## config.mk

```make
export PLATFORM = sky130hd
export DESIGN_NAME = vga_timing_gen
export DESIGN_NICKNAME = d
export VERILOG_FILES = /design/src/rtl/vga_timing_gen_pkg.sv /design/src/rtl/vga_wrap_counter.sv /design/src/rtl/vga_timing_gen.sv
export SDC_FILE = /design/constraint.sdc
export NUM_CORES = 1
export LEC_CHECK = 0
export CAP_MARGIN = 25
export CORE_AREA = 3 3 62 64
export CTS_BUF_LIST = sky130_fd_sc_hd__clkbuf_8 sky130_fd_sc_hd__clkbuf_16
export DETAILED_ROUTE_END_ITERATION = 8
export DIE_AREA = 0 0 65 67
export PLACE_DENSITY = 0.8
export REMOVE_ABC_BUFFERS = 1
export SKIP_CTS_REPAIR_TIMING = 1
export SLEW_MARGIN = 15
export SYNTH_ARGS = -nofsm -noshare
export SYNTH_HDL_FRONTEND = slang
export SYNTH_SLANG_ARGS = --single-unit
```

## constraint.sdc

```tcl
create_clock -name clk -period 5.6 [get_ports clk]
set_input_delay 1.4 -clock clk [delete_from_list [all_inputs] [get_ports clk]]
set_output_delay 1.4 -clock clk [all_outputs]
set_load 0.01 [all_outputs]
```

## src/rtl/vga_timing_gen_pkg.sv

```systemverilog
// Shared definitions for the VGA timing generator.
//   - Default 640x480@60 timing, colour depth and position widths.
//   - seg_e / seg_of(): classify a counter value into the four parts of a
//     line (or frame): active, front porch, sync, back porch.
package vga_timing_gen_pkg;

    localparam int DEF_H_ACTIVE = 640;
    localparam int DEF_H_FP     = 16;
    localparam int DEF_H_SYNC   = 96;
    localparam int DEF_H_BP     = 48;
    localparam int DEF_V_ACTIVE = 480;
    localparam int DEF_V_FP     = 10;
    localparam int DEF_V_SYNC   = 2;
    localparam int DEF_V_BP     = 33;
    localparam int DEF_COLOR_W  = 4;
    localparam int DEF_PIX_DIV  = 4;
    localparam int DEF_X_W      = 10;
    localparam int DEF_Y_W      = 10;

    typedef enum logic [1:0] {
        SEG_ACTIVE,
        SEG_FP,
        SEG_SYNC,
        SEG_BP
    } seg_e;

    // Segments are laid out in the order active, front porch, sync, back porch,
    // so sync can never overlap the active area for any legal timing.
    function automatic seg_e seg_of(input int pos, input int active,
                                    input int fp, input int sync);
        if (pos < active)                  return SEG_ACTIVE;
        else if (pos < active + fp)        return SEG_FP;
        else if (pos < active + fp + sync) return SEG_SYNC;
        else                               return SEG_BP;
    endfunction

endpackage

```

## src/rtl/vga_wrap_counter.sv

```systemverilog
// Enabled modulo-MAX counter.
//   clk  : clock
//   rst  : synchronous active-high reset, clears cnt
//   en   : advance by one
//   cnt  : current count, 0..MAX-1
//   wrap : combinational, high when en is set and cnt is at MAX-1
module vga_wrap_counter #(
    parameter int MAX = 800,
    parameter int W   = 10
) (
    input  logic         clk,
    input  logic         rst,
    input  logic         en,
    output logic [W-1:0] cnt,
    output logic         wrap
);

    localparam logic [W-1:0] LAST = W'(MAX - 1);

    assign wrap = en && (cnt == LAST);

    always_ff @(posedge clk) begin
        if (rst) begin
            cnt <= '0;
        end else if (en) begin
            cnt <= wrap ? '0 : cnt + W'(1);
        end
    end

endmodule

```

## src/rtl/vga_timing_gen.sv

```systemverilog
// Parametrised VGA timing generator and pixel output stage.
//   clk         : system clock
//   rst         : synchronous active-high reset
//   color       : {R,G,B} for the pixel at curr_x/curr_y
//   curr_x/y    : position requested from the pixel source (one pixel ahead)
//   req         : curr_x/curr_y lie in the active area
//   r, g, b     : registered colour, zero when blanked
//   hs, vs      : registered sync outputs, polarity from HS_POL/VS_POL
//   de, rdyn    : output pixel is active video / its inverse
//   pix_ce      : one-clk pixel strobe
//   frame_start : one-clk pulse after pixel (0,0) is registered to the pins
module vga_timing_gen
    import vga_timing_gen_pkg::*;
#(
    parameter int H_ACTIVE = DEF_H_ACTIVE,
    parameter int H_FP     = DEF_H_FP,
    parameter int H_SYNC   = DEF_H_SYNC,
    parameter int H_BP     = DEF_H_BP,
    parameter int V_ACTIVE = DEF_V_ACTIVE,
    parameter int V_FP     = DEF_V_FP,
    parameter int V_SYNC   = DEF_V_SYNC,
    parameter int V_BP     = DEF_V_BP,
    parameter bit HS_POL   = 1'b0,
    parameter bit VS_POL   = 1'b0,
    parameter int COLOR_W  = DEF_COLOR_W,
    parameter int PIX_DIV  = DEF_PIX_DIV,
    parameter int X_W      = DEF_X_W,
    parameter int Y_W      = DEF_Y_W
) (
    input  logic                 clk,
    input  logic                 rst,
    input  logic [3*COLOR_W-1:0] color,
    output logic [X_W-1:0]       curr_x,
    output logic [Y_W-1:0]       curr_y,
    output logic                 req,
    output logic [COLOR_W-1:0]   r,
    output logic [COLOR_W-1:0]   g,
    output logic [COLOR_W-1:0]   b,
    output logic                 hs,
    output logic                 vs,
    output logic                 de,
    output logic                 rdyn,
    output logic                 pix_ce,
    output logic                 frame_start
);

    localparam int H_TOTAL = H_ACTIVE + H_FP + H_SYNC + H_BP;
    localparam int V_TOTAL = V_ACTIVE + V_FP + V_SYNC + V_BP;
    localparam int DIV_W   = (PIX_DIV > 1) ? $clog2(PIX_DIV) : 1;
    localparam logic [DIV_W-1:0] DIV_LAST = DIV_W'(PIX_DIV - 1);

    if (X_W < $clog2(H_TOTAL)) begin : g_bad_x_w
        $error("X_W too narrow for H_TOTAL");
    end
    if (Y_W < $clog2(V_TOTAL)) begin : g_bad_y_w
        $error("Y_W too narrow for V_TOTAL");
    end

    logic [DIV_W-1:0] div_cnt;
    logic [X_W-1:0]   cnt_h_p0;
    logic [Y_W-1:0]   cnt_v_p0;
    logic             h_wrap;
    logic             v_wrap;
    logic             at_origin_p0;
    seg_e             hseg_p0;
    seg_e             vseg_p0;

    // ---- Stage p0: pixel divider, position counters, request ----
    always_ff @(posedge clk) begin
        if (rst) begin
            div_cnt <= '0;
        end else if (div_cnt == DIV_LAST) begin
            div_cnt <= '0;
        end else begin
            div_cnt <= div_cnt + DIV_W'(1);
        end
    end

    // Gated by rst so the strobe is low during reset even when PIX_DIV = 1.
    assign pix_ce = !rst && (div_cnt == DIV_LAST);

    vga_wrap_counter #(.MAX(H_TOTAL), .W(X_W)) u_cnt_h (
        .clk  (clk),
        .rst  (rst),
        .en   (pix_ce),
        .cnt  (cnt_h_p0),
        .wrap (h_wrap)
    );

    vga_wrap_counter #(.MAX(V_TOTAL), .W(Y_W)) u_cnt_v (
        .clk  (clk),
        .rst  (rst),
        .en   (h_wrap),
        .cnt  (cnt_v_p0),
        .wrap (v_wrap)
    );

    // Tracks "counters are at (0,0)": true out of reset and after the last
    // pixel of a frame, so frame_start needs no wide compare.
    always_ff @(posedge clk) begin
        if (rst) begin
            at_origin_p0 <= 1'b1;
        end else if (pix_ce) begin
            at_origin_p0 <= v_wrap;
        end
    end

    assign hseg_p0 = seg_of(int'(cnt_h_p0), H_ACTIVE, H_FP, H_SYNC);
    assign vseg_p0 = seg_of(int'(cnt_v_p0), V_ACTIVE, V_FP, V_SYNC);

    assign curr_x = cnt_h_p0;
    assign curr_y = cnt_v_p0;
    assign req    = (hseg_p0 == SEG_ACTIVE) && (vseg_p0 == SEG_ACTIVE);

    // ---- Stage p1: registered pins, one pixel period behind the request ----
    always_ff @(posedge clk) begin
        if (rst) begin
            r           <= '0;
            g           <= '0;
            b           <= '0;
            de          <= 1'b0;
            hs          <= ~HS_POL;
            vs          <= ~VS_POL;
            frame_start <= 1'b0;
        end else begin
            frame_start <= pix_ce && at_origin_p0;
            if (pix_ce) begin
                de <= req;
                r  <= req ? color[3*COLOR_W-1 -: COLOR_W] : '0;
                g  <= req ? color[2*COLOR_W-1 -: COLOR_W] : '0;
                b  <= req ? color[COLOR_W-1   -: COLOR_W] : '0;
                hs <= (hseg_p0 == SEG_SYNC) ? HS_POL : ~HS_POL;
                vs <= (vseg_p0 == SEG_SYNC) ? VS_POL : ~VS_POL;
            end
        end
    end

    assign rdyn = ~de;

endmodule
```

==> impl_metrics.csv, run 1 <==
group,metric,value,unit
detailed_routing,drt_pass1_iterations,4,
clock_tree,cts_sinks,39,
logic_synthesis,yosysWarnings,0,
floorplanning,core_area,3337,sq um
worst_hold_path,hold_class,"reg2reg",
cells_and_area,n_fill_cell,254,
logic_synthesis,synthArstFlopShare,0,%
logic_synthesis,synth_cells,173,
clock_tree,clock_latency,0.29,ns
detailed_routing,wl,4139,um
clock_tree,cts_tree,"done",
global_routing,grt_usage,20.17,%
detailed_routing,drt_iter0_drc,38,
logic_synthesis,yosysSeqAreaShare,47.74,%
cells_and_area,final_common_cell,"clkdlybuf4s50_1",
clock_tree,numCtsBuffers,5,
logic_synthesis,yosysTopAreaCellShare,47.74,%
detailed_routing,antenna_left,0,
logic_synthesis,ys_seq_elements,39,
setup_path,critPathBufInv,2,
logic_synthesis,synth_edf_count,0,
placed_design,io_buffers,52,
setup_path,arrival,2.96,ns
global_routing,grt_overflow_total,0,
outcome,run_status,"finished, final reports clean",
cells_and_area,diodes,0,
cells_and_area,mostFrequentLayoutCells,"52 x clkdlybuf4s50_1, 39 x dfxtp_1, 15 x nor2_1, 12 x a22o_1",
placed_design,place.gp.congestion,0.7921,
cells_and_area,regArea,780.7,sq um
floorplanning,dieArea,4355,sq um
floorplanning,ioPinCount,53,
cells_and_area,drive_gt1_share,6.550,%
detailed_routing,avgViaCountPerCell,5.425,
setup_path,worstSetupPathType,"in2out",
flow_run,maxCapViolations,0,
cells_and_area,multi_input_comb_area,813.3,sq um
logic_synthesis,ys_types,38,
timing,fmax,0.2292,GHz
detailed_routing,drc,0,
global_routing,grt_max_degree,17,
timing,slew_headroom,57.42,%
setup_path,critPathSlowestCell,"clkdlybuf4s50_1",
setup_path,cp_top_family,"buffers and inverters",
detailed_routing,wl_per_cell,15.05,um
floorplanning,die_h,67,um
setup_path,cp-end-kind,"output pin",
power_and_ir_drop,vdd_drop_max,0.1626,mV
floorplanning,start_util,49.01,%
setup_path,path_cells,"clkdlybuf4s50_1, nor2_1, clkdlybuf4s50_1",
clock_tree,cts_htree_levels,2,
logic_synthesis,synth_top_area_cell,"dfxtp_1",
cells_and_area,layout.nets,246,
timing,setup_viol,0,
floorplanning,die_x,65,um
detailed_routing,vias,1492,
global_routing,grt_pass1_wl,6727,um
setup_path,cp-start-kind,"input pin",
timing,skew,0.008313,ns
power_and_ir_drop,p_leak,0.8467,nW
setup_path,crit_fanout,15,
cells_and_area,syn2layout_area_growth,39.94,%
timing,rsz0062_at_grt,"false",
timing,fin_crit_sh,77.91,%
timing,fin_ws,1.237,ns
logic_synthesis,ys_top_cells_by_area,"dfxtp_1 48%, a22o_1 6.4%, nor2_1 3.4%",
logic_synthesis,synth_area,1635,sq um
power_and_ir_drop,p_per_area,224.8,nW/um^2
logic_synthesis,synth_flop_cell,"dfxtp_1",
global_routing,antenna_found_initial,0,
timing,layout_min_cycle_time,4.363,ns
clock_tree,cts.clk_slew.worst_paths,0.08,ns
logic_synthesis,syn_avg_cell_area,9.453,sq um
timing,finalHoldViolations,0,
global_routing,grt_pass1_vias,1450,
placed_design,dp_slack,1.274,ns
setup_path,cpMostUsedCell,"clkdlybuf4s50_1",
setup_path,critPathRequiredTime,4.20,ns
timing,slew_viol_final,0,
clock_tree,clockBufferDepth,2,
clock_tree,cts_root_buf,"clkbuf_8",
setup_path,slowest_delay,0.67,ns
floorplanning,std_cell_rows,21,
timing,tightest_slew,0.6328,ns
placed_design,dp.final_hpwl,3003,um
timing,tns,0,ns
## synthesized netlist by cell type (4+ instances only)
| cell | instances |
|---|---|
| ha_1 | 4 |
| nand4_1 | 7 |
| xor2_1 | 4 |
| nand3_1 | 5 |
| a21oi_1 | 11 |
| nor4_1 | 4 |
| o21ai_0 | 7 |
| dfxtp_1 | 39 |
| nor2_1 | 15 |
| xnor2_1 | 4 |
| or4_1 | 5 |
| nor3_1 | 4 |
| o31ai_1 | 5 |
| nand2_1 | 11 |
| inv_1 | 5 |
| a22o_1 | 12 |
## metrics by stage
| step | hold slack, ns | total power [mW] | std cells | util [%] | cell area, sq um |
|---|---|---|---|---|---|
| detailed placement | 0.4251 | 0.3378 | 265 | 65.65 | 2191 |
| CTS | 0.4361 | 0.5187 | 273 | 68.20 | 2276 |
| global placement | 0.4190 | 0.3359 | 265 | 65.65 | 2191 |
| global route | 0.4541 | 0.5345 | 275 | 68.58 | 2288 |
| floorplan | 0.4030 | 0.3109 | 167 | - | 1607 |
| finish | 0.4337 | 0.5144 | 275 | 68.58 | 2288 |
## kinds of logic after synthesis
kind of cell | after synthesis | share of synthesized area [%]
fa+ha+maj | 4 | 3.061
buf+inv | 11 | 2.907
compound gates | 40 | 16.68
xor+xnor | 8 | 4.284
flops | 39 | 47.74
simple gates | 71 | 25.33
## area by class of cell
type | instances | area share (%)
Multi-Input combinational cell | 123 | 35.54
Timing Repair Buffer | 54 | 23.29
Sequential cell | 39 | 34.12
Clock buffer | 5 | 3.007
Inverter | 5 | 0.8201
Clock inverter | 3 | 0.7108
Tap cell | 46 | 2.515
## routing by layer
| layer | global-route usage [%] | routed length (um) | vias to the layer above |
|---|---|---|---|
| li1 | - | - | 744 |
| met1 | 23.43 | 1809 | 695 |
| met2 | 33.72 | 2049 | 45 |
| met3 | 5.228 | 204 | 8 |
| met4 | 11.08 | 75 | 0 |
| met5 | 0 | 0 | - |
## report_power, final
group	switching [mW]	internal [mW]	leakage (nW)
logic	0.0184	0.0249	0.486
registers	0.00450	0.285	0.315
clock network	0.0969	0.0852	0.0453
## path summary, 6_finish.rpt
| path | endpoint | depth (start not counted) | startpoint | slack, ns |
|---|---|---|---|---|
| worst min register to register | div_cnt[0] | 1 | div_cnt[0] | 0.43 |
| worst max-delay path | pix_ce | 3 | rst | 1.24 |
| worst max register to register | u_cnt_v.cnt[3] | 5 | div_cnt[0] | 3.18 |
| worst min-delay path | div_cnt[0] | 1 | div_cnt[0] | 0.43 |
## registers in the layout, summed over array words and instances (netlist names)
signal / cells
de: 1
vs: 1
hs: 1
div_cnt: 2
u_cnt_h.cnt: 10
frame_start: 1
r: 4
at_origin_p0: 1
b: 4
u_cnt_v.cnt: 10
g: 4
(Power assumes the default switching activity.)
==> run 2, diff against run 1 <==
Settings changed: CORE_AREA 3 3 62 64 to 3 3 68 70, DIE_AREA 0 0 65 67 to 0 0 71 73, PLACE_DENSITY 0.8 to 0.7.
Clock period 5.6 ns to 3.7 ns, I/O delays scaled along.
==> impl_metrics.csv, run 2 (synthesis gave the netlist of run 1 again) <==
group,metric,value,unit
timing,skew,0.008064,ns
clock_tree,cts_htree_levels,2,
global_routing,grt_pass1_wl,6658,um
power_and_ir_drop,p_per_area,365.3,nW/um^2
timing,finalHoldViolations,0,
cells_and_area,syn2layout_area_growth,42.54,%
floorplanning,core_area,4029,sq um
detailed_routing,vias,1497,
setup_path,cp_top_family,"buffers and inverters",
cells_and_area,reg_top3,"u_cnt_h.cnt x10, u_cnt_v.cnt x10",
floorplanning,ioPinCount,53,
setup_path,slowest_delay,0.57,ns
cells_and_area,multi_input_comb_area,813.3,sq um
setup_path,arrival,2.30,ns
cells_and_area,final_common_cell,"clkdlybuf4s50_1",
placed_design,place_area,2211,sq um
power_and_ir_drop,p_int,0.6697,mW
timing,rsz0062_at_grt,"false",
floorplanning,dieArea,5183,sq um
placed_design,dp_cells,271,
setup_path,worstRegToRegCells,5,
power_and_ir_drop,p_seq_share,51.4,%
global_routing,antenna_found_initial,0,
placed_design,io_buffers,52,
timing,slew_viol_final,0,
power_and_ir_drop,pwr-share-clk,41.0,%
cells_and_area,layout.nets,247,
timing,fmax,0.3102,GHz
global_routing,grt_overflow_total,0,
timing,fin_crit_sh,87.14,%
global_routing,grt_max_degree,17,
flow_run,maxCapViolations,0,
setup_path,cp-start-kind,"input pin",
floorplanning,start_util,40.59,%
clock_tree,clockBufferDepth,2,
setup_path,path_cells,"clkdlybuf4s50_1, nor2_1, clkdlybuf4s50_1",
setup_path,crit_fanout,9,
setup_path,reg2reg_to,"u_cnt_v.cnt[3]",
power_and_ir_drop,switching_share,21.35,%
cells_and_area,finalNonFillerCells,280,
clock_tree,cts_root_buf,"clkbuf_8",
cells_and_area,mostFrequentLayoutCells,"52 x clkdlybuf4s50_1, 39 x dfxtp_1, 15 x nor2_1, 12 x a22o_1",
detailed_routing,drt_pass1_iterations,4,
timing,slew_headroom,53.92,%
setup_path,critPathBufInv,2,
detailed_routing,avgViaCountPerCell,5.346,
floorplanning,std_cell_rows,23,
power_and_ir_drop,switchingPower,0.1818,mW
setup_path,worstSetupPathType,"in2out",
setup_path,worstReg2RegStart,"u_cnt_h.cnt[0]",
setup_path,critPathRequiredTime,2.77,ns
timing,tightest_slew,0.6849,ns
clock_tree,cts_tree,"done",
timing,tns,0,ns
cells_and_area,n_fill_cell,366,
timing,fin_ws,0.4758,ns
detailed_routing,wl_per_cell,14.00,um
worst_hold_path,hold_class,"reg2reg",
cells_and_area,regArea,780.7,sq um
outcome,run_status,"finished, final reports clean",
floorplanning,die_x,71,um
worst_hold_path,holdCritStartpoint,"div_cnt[0]",
cells_and_area,postLayoutCoreUtil,57.86,%
power_and_ir_drop,p_leak,0.8642,nW
detailed_routing,wl,3919,um
clock_tree,cts.clk_slew.worst_paths,0.07,ns
power_and_ir_drop,vdd_drop_max,0.2274,mV
power_and_ir_drop,p_comb_share,7.7,%
timing,layout_min_cycle_time,3.224,ns
setup_path,cpMostUsedCell,"clkdlybuf4s50_1",
placed_design,dp_slack,0.3848,ns
detailed_routing,drc,0,
detailed_routing,antenna_left,0,
floorplanning,die_h,73,um
global_routing,grt_pass1_vias,1415,
setup_path,cp-end-kind,"output pin",
setup_path,critPathSlowestCell,"clkdlybuf4s50_1",
clock_tree,clock_latency,0.29,ns
placed_design,place.gp.congestion,0.8107,
worst_hold_path,whs_path_depth,1,
clock_tree,numCtsBuffers,5,
clock_tree,cts_sinks,39,
detailed_routing,drt_iter0_drc,119,
worst_hold_path,hold_end,"div_cnt[0]",
global_routing,grt_usage,16.06,%
cells_and_area,fin_area,2331,sq um
setup_path,regToRegSetupSlack,1.27,ns
cells_and_area,diodes,0,
timing,setup_viol,0,
placed_design,dp.final_hpwl,2775,um
cells_and_area,drive_gt1_share,7.391,%
[run 2: cell type report]
| cell class | instances | area share (%) |
|---|---|---|
| multi-input combinational | 123 | 34.89 |
| sequential | 39 | 33.49 |
| timing repair buffer | 55 | 23.30 |
| clock buffer | 5 | 2.952 |
| tap | 50 | 2.684 |
| clock inverter | 3 | 1.879 |
| inverter | 5 | 0.8052 |
[run 2: worst max-delay path by stage]
| stage | start | endpoint | slack, ns | depth (start not counted) |
|---|---|---|---|---|
| final | rst | pix_ce | 0.48 | 3 |
| after global routing | rst | pix_ce | 0.32 | 3 |
| after CTS | rst | pix_ce | 0.47 | 3 |
| after detailed placement | rst | u_cnt_v.cnt[3] | 0.38 | 5 |
| after global placement | rst | u_cnt_v.cnt[3] | 0.40 | 5 |
| after floorplan | rst | u_cnt_v.cnt[7] | 1.18 | 4 |
[run 2: power groups by stage]
| stage | Sequential (mW) | Combinational (mW) | Clock [mW] |
|---|---|---|---|
| CTS | 0.437 | 0.0653 | 0.360 |
| floorplan | 0.450 | 0.0210 | 0 |
| detailed placement | 0.447 | 0.0646 | 0 |
| global route | 0.439 | 0.0716 | 0.374 |
| finish | 0.437 | 0.0653 | 0.349 |
| global placement | 0.447 | 0.0645 | 0 |
[run 2: stage by stage]
stage	power [mW]	hold slack (ns)
finish	0.8515	0.4349
global placement	0.5115	0.4232
global route	0.8846	0.4635
floorplan	0.4706	0.4030
detailed placement	0.5118	0.4273
CTS	0.8630	0.4383
[run 2: per-layer routing]
metal  part of all wire (%)  vias to the layer above  track usage, %
met5                      0                        -               0
met2                     46                       52           25.64
met4                    1.0                        0           6.054
met1                     47                      695           20.34
li1                       -                      746               -
met3                    5.9                        4           5.096
